## src/rtl/systolic_array_input_skew_if.sv

```systemverilog
// Handshake and MAC-facing bundle of the systolic array input skew feeder.
// The feeder itself uses the slave modport; the vector source sits on master.
interface systolic_array_input_skew_if #(
  parameter int DATA_W  = 16,
  parameter int N       = 4,
  parameter int MUL_LEN = 2,
  parameter int ADD_LEN = 3
);
  localparam int P     = MUL_LEN + ADD_LEN;
  localparam int CNT_W = (P > 1) ? $clog2(P) : 1;

  logic                in_valid;
  logic                in_ready;
  logic [N*DATA_W-1:0] in_vec;
  logic [N*DATA_W-1:0] row_value;
  logic [N-1:0]        row_valid;
  logic                start;
  logic [CNT_W-1:0]    count;
  logic                MAC_shift;
  logic                busy;
  logic                done;

  modport master (
    output in_valid, in_vec,
    input  in_ready, row_value, row_valid, start, count, MAC_shift, busy, done
  );

  modport slave (
    input  in_valid, in_vec,
    output in_ready, row_value, row_valid, start, count, MAC_shift, busy, done
  );
endinterface

```

## src/rtl/systolic_array_input_skew.sv

```systemverilog
// Feeds one activation vector per MAC step into the grid, skewing row r by r
// steps, and generates the start/count/MAC_shift control shared by every MAC.
module systolic_array_input_skew #(
  parameter int DATA_W  = 16,
  parameter int N       = 4,
  parameter int MUL_LEN = 2,
  parameter int ADD_LEN = 3
) (
  input logic CLK,
  input logic nRST,
  systolic_array_input_skew_if.slave bus
);
  localparam int P     = MUL_LEN + ADD_LEN;
  localparam int CNT_W = (P > 1) ? $clog2(P) : 1;
  localparam logic [CNT_W-1:0] LAST = CNT_W'(P - 1);

  typedef enum logic [1:0] {IDLE, RUN, DRAIN} state_e;

  state_e              state_q;
  logic [CNT_W-1:0]    cnt_q;
  logic [N*DATA_W-1:0] capVec_q;
  logic                capValid_q;
  logic                done_q;

  logic         busy;
  logic         boundary;
  logic         accept;
  logic         remain;
  logic [N-1:0] lineRemain;

  assign busy         = (state_q != IDLE);
  assign boundary     = busy && (cnt_q == LAST);
  assign bus.in_ready = (state_q == IDLE) || (cnt_q == LAST);
  assign accept       = bus.in_valid && bus.in_ready;

  // Anything still in flight after this boundary's shift: the capture moving
  // into row 1, or any delay-line entry that is not about to fall off the end.
  assign remain = (N > 1) ? (capValid_q | (|lineRemain)) : 1'b0;

  always_ff @(posedge CLK or negedge nRST) begin
    if (!nRST) begin
      state_q    <= IDLE;
      cnt_q      <= '0;
      capVec_q   <= '0;
      capValid_q <= 1'b0;
      done_q     <= 1'b0;
    end else begin
      done_q <= 1'b0;
      case (state_q)
        IDLE: begin
          cnt_q <= '0;
          if (accept) begin
            capVec_q   <= bus.in_vec;
            capValid_q <= 1'b1;
            state_q    <= RUN;
          end
        end
        default: begin
          cnt_q <= boundary ? '0 : cnt_q + CNT_W'(1);
          if (boundary) begin
            if (accept) begin
              capVec_q   <= bus.in_vec;
              capValid_q <= 1'b1;
              state_q    <= RUN;
            end else begin
              capVec_q   <= '0;
              capValid_q <= 1'b0;
              if (remain) begin
                state_q <= DRAIN;
              end else begin
                state_q <= IDLE;
                done_q  <= 1'b1;
              end
            end
          end
        end
      endcase
    end
  end

  assign bus.row_value[DATA_W-1:0] = capVec_q[DATA_W-1:0];
  assign bus.row_valid[0]          = capValid_q;
  assign lineRemain[0]             = 1'b0;

  // Row r holds element r of the last r vectors; its oldest entry drives the MAC row.
  for (genvar r = 1; r < N; r++) begin : g_row
    logic [DATA_W-1:0] lineData_q  [r];
    logic              lineValid_q [r];
    logic              remainHere;

    always_ff @(posedge CLK or negedge nRST) begin
      if (!nRST) begin
        for (int k = 0; k < r; k++) begin
          lineData_q[k]  <= '0;
          lineValid_q[k] <= 1'b0;
        end
      end else if (boundary) begin
        lineData_q[0]  <= capVec_q[r*DATA_W +: DATA_W];
        lineValid_q[0] <= capValid_q;
        for (int k = 1; k < r; k++) begin
          lineData_q[k]  <= lineData_q[k-1];
          lineValid_q[k] <= lineValid_q[k-1];
        end
      end
    end

    always_comb begin
      remainHere = 1'b0;
      for (int k = 0; k < r - 1; k++) begin
        remainHere = remainHere | lineValid_q[k];
      end
    end

    assign lineRemain[r]                        = remainHere;
    assign bus.row_value[r*DATA_W +: DATA_W]    = lineData_q[r-1];
    assign bus.row_valid[r]                     = lineValid_q[r-1];
  end

  assign bus.busy      = busy;
  assign bus.start     = busy && (cnt_q == '0);
  assign bus.MAC_shift = boundary;
  assign bus.count     = cnt_q;
  assign bus.done      = done_q;
endmodule

```

## src/flat_wrapper.sv

```systemverilog
// flat-port wrapper written by rule: the top's interface ports become plain ports
module systolic_array_input_skew_flat 
#(
  parameter int DATA_W  = 16,
  parameter int N       = 4,
  parameter int MUL_LEN = 2,
  parameter int ADD_LEN = 3
)
  (CLK, nRST, bus_in_valid, bus_in_vec, bus_in_ready, bus_row_value, bus_row_valid, bus_start, bus_count, bus_MAC_shift, bus_busy, bus_done);
  systolic_array_input_skew_if #(.DATA_W(DATA_W), .N(N), .MUL_LEN(MUL_LEN), .ADD_LEN(ADD_LEN)) bus_i ();
  input logic CLK;
  input logic nRST;
  input wire logic [$bits(bus_i.in_valid)-1:0] bus_in_valid;
  input wire logic [$bits(bus_i.in_vec)-1:0] bus_in_vec;
  output wire logic [$bits(bus_i.in_ready)-1:0] bus_in_ready;
  output wire logic [$bits(bus_i.row_value)-1:0] bus_row_value;
  output wire logic [$bits(bus_i.row_valid)-1:0] bus_row_valid;
  output wire logic [$bits(bus_i.start)-1:0] bus_start;
  output wire logic [$bits(bus_i.count)-1:0] bus_count;
  output wire logic [$bits(bus_i.MAC_shift)-1:0] bus_MAC_shift;
  output wire logic [$bits(bus_i.busy)-1:0] bus_busy;
  output wire logic [$bits(bus_i.done)-1:0] bus_done;
  assign bus_i.in_valid = bus_in_valid;
  assign bus_i.in_vec = bus_in_vec;
  assign bus_in_ready = bus_i.in_ready;
  assign bus_row_value = bus_i.row_value;
  assign bus_row_valid = bus_i.row_valid;
  assign bus_start = bus_i.start;
  assign bus_count = bus_i.count;
  assign bus_MAC_shift = bus_i.MAC_shift;
  assign bus_busy = bus_i.busy;
  assign bus_done = bus_i.done;
  systolic_array_input_skew #(.DATA_W(DATA_W), .N(N), .MUL_LEN(MUL_LEN), .ADD_LEN(ADD_LEN)) u_core (.CLK(CLK), .nRST(nRST), .bus(bus_i));
endmodule
```

## config.mk

```make
export PLATFORM = sky130hd
export DESIGN_NAME = systolic_array_input_skew_flat
export DESIGN_NICKNAME = d
export VERILOG_FILES = /design/src/rtl/systolic_array_input_skew_if.sv /design/src/rtl/systolic_array_input_skew.sv /design/src/flat_wrapper.sv
export SDC_FILE = /design/constraint.sdc
export NUM_CORES = 1
export LEC_CHECK = 0
export BUFFER_PORTS_ARGS = -buffer_cell sky130_fd_sc_hd__buf_2
export CORE_AREA = 5 5 108 131
export CTS_CLUSTER_SIZE = 12
export DETAILED_ROUTE_END_ITERATION = 10
export DIE_AREA = 0 0 113 136
export PLACE_DENSITY = 0.82
export REMOVE_ABC_BUFFERS = 1
export SYNTH_ARGS = -nofsm -noshare
export SYNTH_HDL_FRONTEND = slang
export SYNTH_SLANG_ARGS = --single-unit
export TNS_END_PERCENT = 50
```

## constraint.sdc

```tcl
create_clock -name CLK -period 2.2 [get_ports CLK]
set_clock_uncertainty 0.15 [all_clocks]
set_input_delay 0.44 -clock CLK [delete_from_list [all_inputs] [get_ports CLK]]
set_output_delay 0.44 -clock CLK [all_outputs]
set_load 0.01 [all_outputs]
```

==> results.ini <==
[worst_setup_path]
crit_path_top_delay_cell = a21boi_4
cp_max_fo = 36
cpPeakStageDelay_ns = 0.82
cp.required_ns = 2.39
cp-end-kind = register
cp-startpoint = u_core.state_q[1]
path_cells = o211ai_4, a21boi_4, buf_12, a22o_1
arrival_ns = 2.41
r2r-start = u_core.state_q[1]
crit_path_start_kind = register
crit_type = reg2reg

[global_route]
track_usage_pct = 18.1
grt_pass1_wl_um = 21800
grt_overflow = 0
antenna_found_initial = 0
grt_pass1_vias = 4339
grt_max_degree = 60

[min_path]
min_path_type = in2reg
min_from = bus_in_vec[0]

[synth]
yosysSeqAreaShare_pct = 63.1
synth.largest_area_cell = dfrtp_1
ys_ff_latch = 169
synth_flop_cell = dfrtp_1
yosysUniqueCellTypes = 22
synth_area_um2 = 6710
synth-warning-count = 0
syn_inst = 434
synth_edf_count = 0
synth.top_cell.area_share_pct = 63.1
syn_avg_cell_area_um2 = 15.4
async_flop_share_pct = 100
synth_area_leaders = dfrtp_1, mux2_2, a22o_1

[routing]
drc = 0
vias = 3794
firstDrtPassIters = 4
wl_per_cell_um = 18.2
ant_nets = 0
vias_per_cell = 5.27
drtIter0Drc = 213
finalWirelength_um = 13100

[timing]
hold_viol = 0
hold_ws_ns = 0.0850
rsz0062_at_grt = yes
tns_ns = -0.0616
min_period_over_period_pct = 101
drv_slew = 0
slew_headroom_pct = 33.5
fmax_ghz = 0.451
setup_viol = 11
period_minus_slack_ns = 2.22
tightest_slew_ns = 0.994
worst_slack_ns = -0.0190

[pwr]
p_leak_nw = 4.04
p_comb_share_pct = 32.7
p_total_mw = 11.9
clockPowerShare_pct = 24.1
p_int_mw = 8.33
vdd_ir_drop_max_mv = 0.750
switching_share_pct = 29.9
p_sw_mw = 3.55
pwr-share-seq_pct = 43.2
power_density_nw_per_um2 = 1500

[final_layout]
syn_to_final_growth_pct = 17.9
fin_util_pct = 61.6
fin_area_um2 = 7900
diodes = 0
drive_above_1_share_pct = 54.0
finalNonFillerCells = 720
finalNetCount = 609

[placed_design]
dp_slack_ns = -0.0484
place.gp.congestion = 0.818
port_buffers = 142
dp.cells = 685
placed_area_um2 = 7210
hpwl_um = 8490

[cts]
cts.clk_slew.worst_paths_ns = 0.06
clk_path_buf_depth = 2
cts_tree = built
clock_latency_ns = 0.41
cts.sinks = 169
htreeDepth = 4
cts-root-buf = clkbuf_16
cts_inserted_buffers = 17

[floorplanning]
die_height_um = 136
start_util_pct = 52.2
std_cell_rows = 46
die_area_um2 = 15400
coreArea_um2 = 12800
pin_count = 143
die_x_um = 113

[status]
status = finished with violations
violations = setup timing

[job]
cap_viol_max_count = 0

[final cells by class]
cell class,count,area [µm²]
Clock buffer,24,482
Clock inverter,7,92.6
Fill cell,956,4930
Inverter,4,17.5
Multi-Input combinational cell,185,1860
Sequential cell,169,4230
Tap cell,168,210
Timing Repair Buffer,163,1010
[worst max-delay path, delay by kind of cell (launching register included)]
family	cells	cell delay, ns
DFF	1	0.47
AOI/OAI and AO/OA	3	1.22
buffers and inverters	1	0.29
[what timing repair did]
item                                    in CTS  in global routing
gates cloned                                 2                  0
hold endpoints to repair                    52                  0
pin swaps                                    1                 16
gates resized for setup                      8                  4
buffers inserted                             1                  0
endpoints found under the setup margin      37                 38
hold buffers                                 1                  0
[worst paths after layout]
| path | to | slack [ns] | cells after the start |
|---|---|---|---|
| max reg2reg | u_core.capVec_q[48] | -0.02 | 4 |
| min in group asynchronous | u_core.g_row[3].lineData_q[31] | 0.43 | 2 |
| min | u_core.capVec_q[0] | 0.09 | 2 |
| min reg2reg | u_core.g_row[3].lineData_q[27] | 0.35 | 1 |
| max in group asynchronous | u_core.capVec_q[48] | 0.84 | 3 |
| max | u_core.capVec_q[48] | -0.02 | 4 |
[cell usage after synthesis, types with 2 or more instances]
master   instances
ha_1             2
a21o_1           2
buf_6           19
nand2_1          3
inv_1            4
buf_2            2
a22o_1          64
nor2_1           4
mux2_2          98
dfrtp_1        169
nand3_1          2
buf_4           55
[metal layers]
layer | vias to the layer above | share of wire [%] | global-route usage, %
li1 | 1709 | - | -
met1 | 1957 | 39 | 21.3
met2 | 110 | 53 | 30.9
met3 | 18 | 6.5 | 6.14
met4 | 0 | 1.4 | 6.81
met5 | - | 0 | 0
[registers in the layout (all words and copies together), names as in the netlist]
signal	flops
u_core.bus.count	3
u_core.bus.done	1
u_core.bus.row_valid	2
u_core.bus.row_value	32
u_core.capVec_q	64
u_core.g_row.lineData_q	64
u_core.g_row.lineValid_q	1
u_core.state_q	2
[power groups by stage]
stage	clock, mW	combinational, mW	sequential (mW)
final	2.86	3.89	5.14
after global routing	3.08	4.23	5.29
after CTS	2.94	3.92	5.14
after detailed placement	0	3.75	5.17
after global placement	0	3.56	5.09
after floorplan	0	2.16	5.27
[cells by family (layout without fill, tap and decap cells)]
logic type                 Yosys count  count (layout)  synth area share (%)
DFF                                169             169                  63.1
muxes                               98              98                  16.5
buffers and inverters               80             198                  9.72
AOI/OAI and AO/OA                   71              71                  9.26
and+or+nand+nor                     13              13                 0.989
adders and majority gates            2               2                 0.373
xor gates and xnor gates             1               1                 0.131
[placed cells by master (no fill, tap or decap), types with 3 or more instances in the layout]
cell,n
clkinvlp_4,3
nor2_1,4
buf_12,4
nand2_1,3
clkbuf_8,3
buf_4,12
mux2_2,98
dfrtp_1,167
buf_6,3
clkbuf_1,4
clkbuf_16,17
a22o_1,64
buf_2,140
No activity file was read; power rests on OpenSTA's default activity.
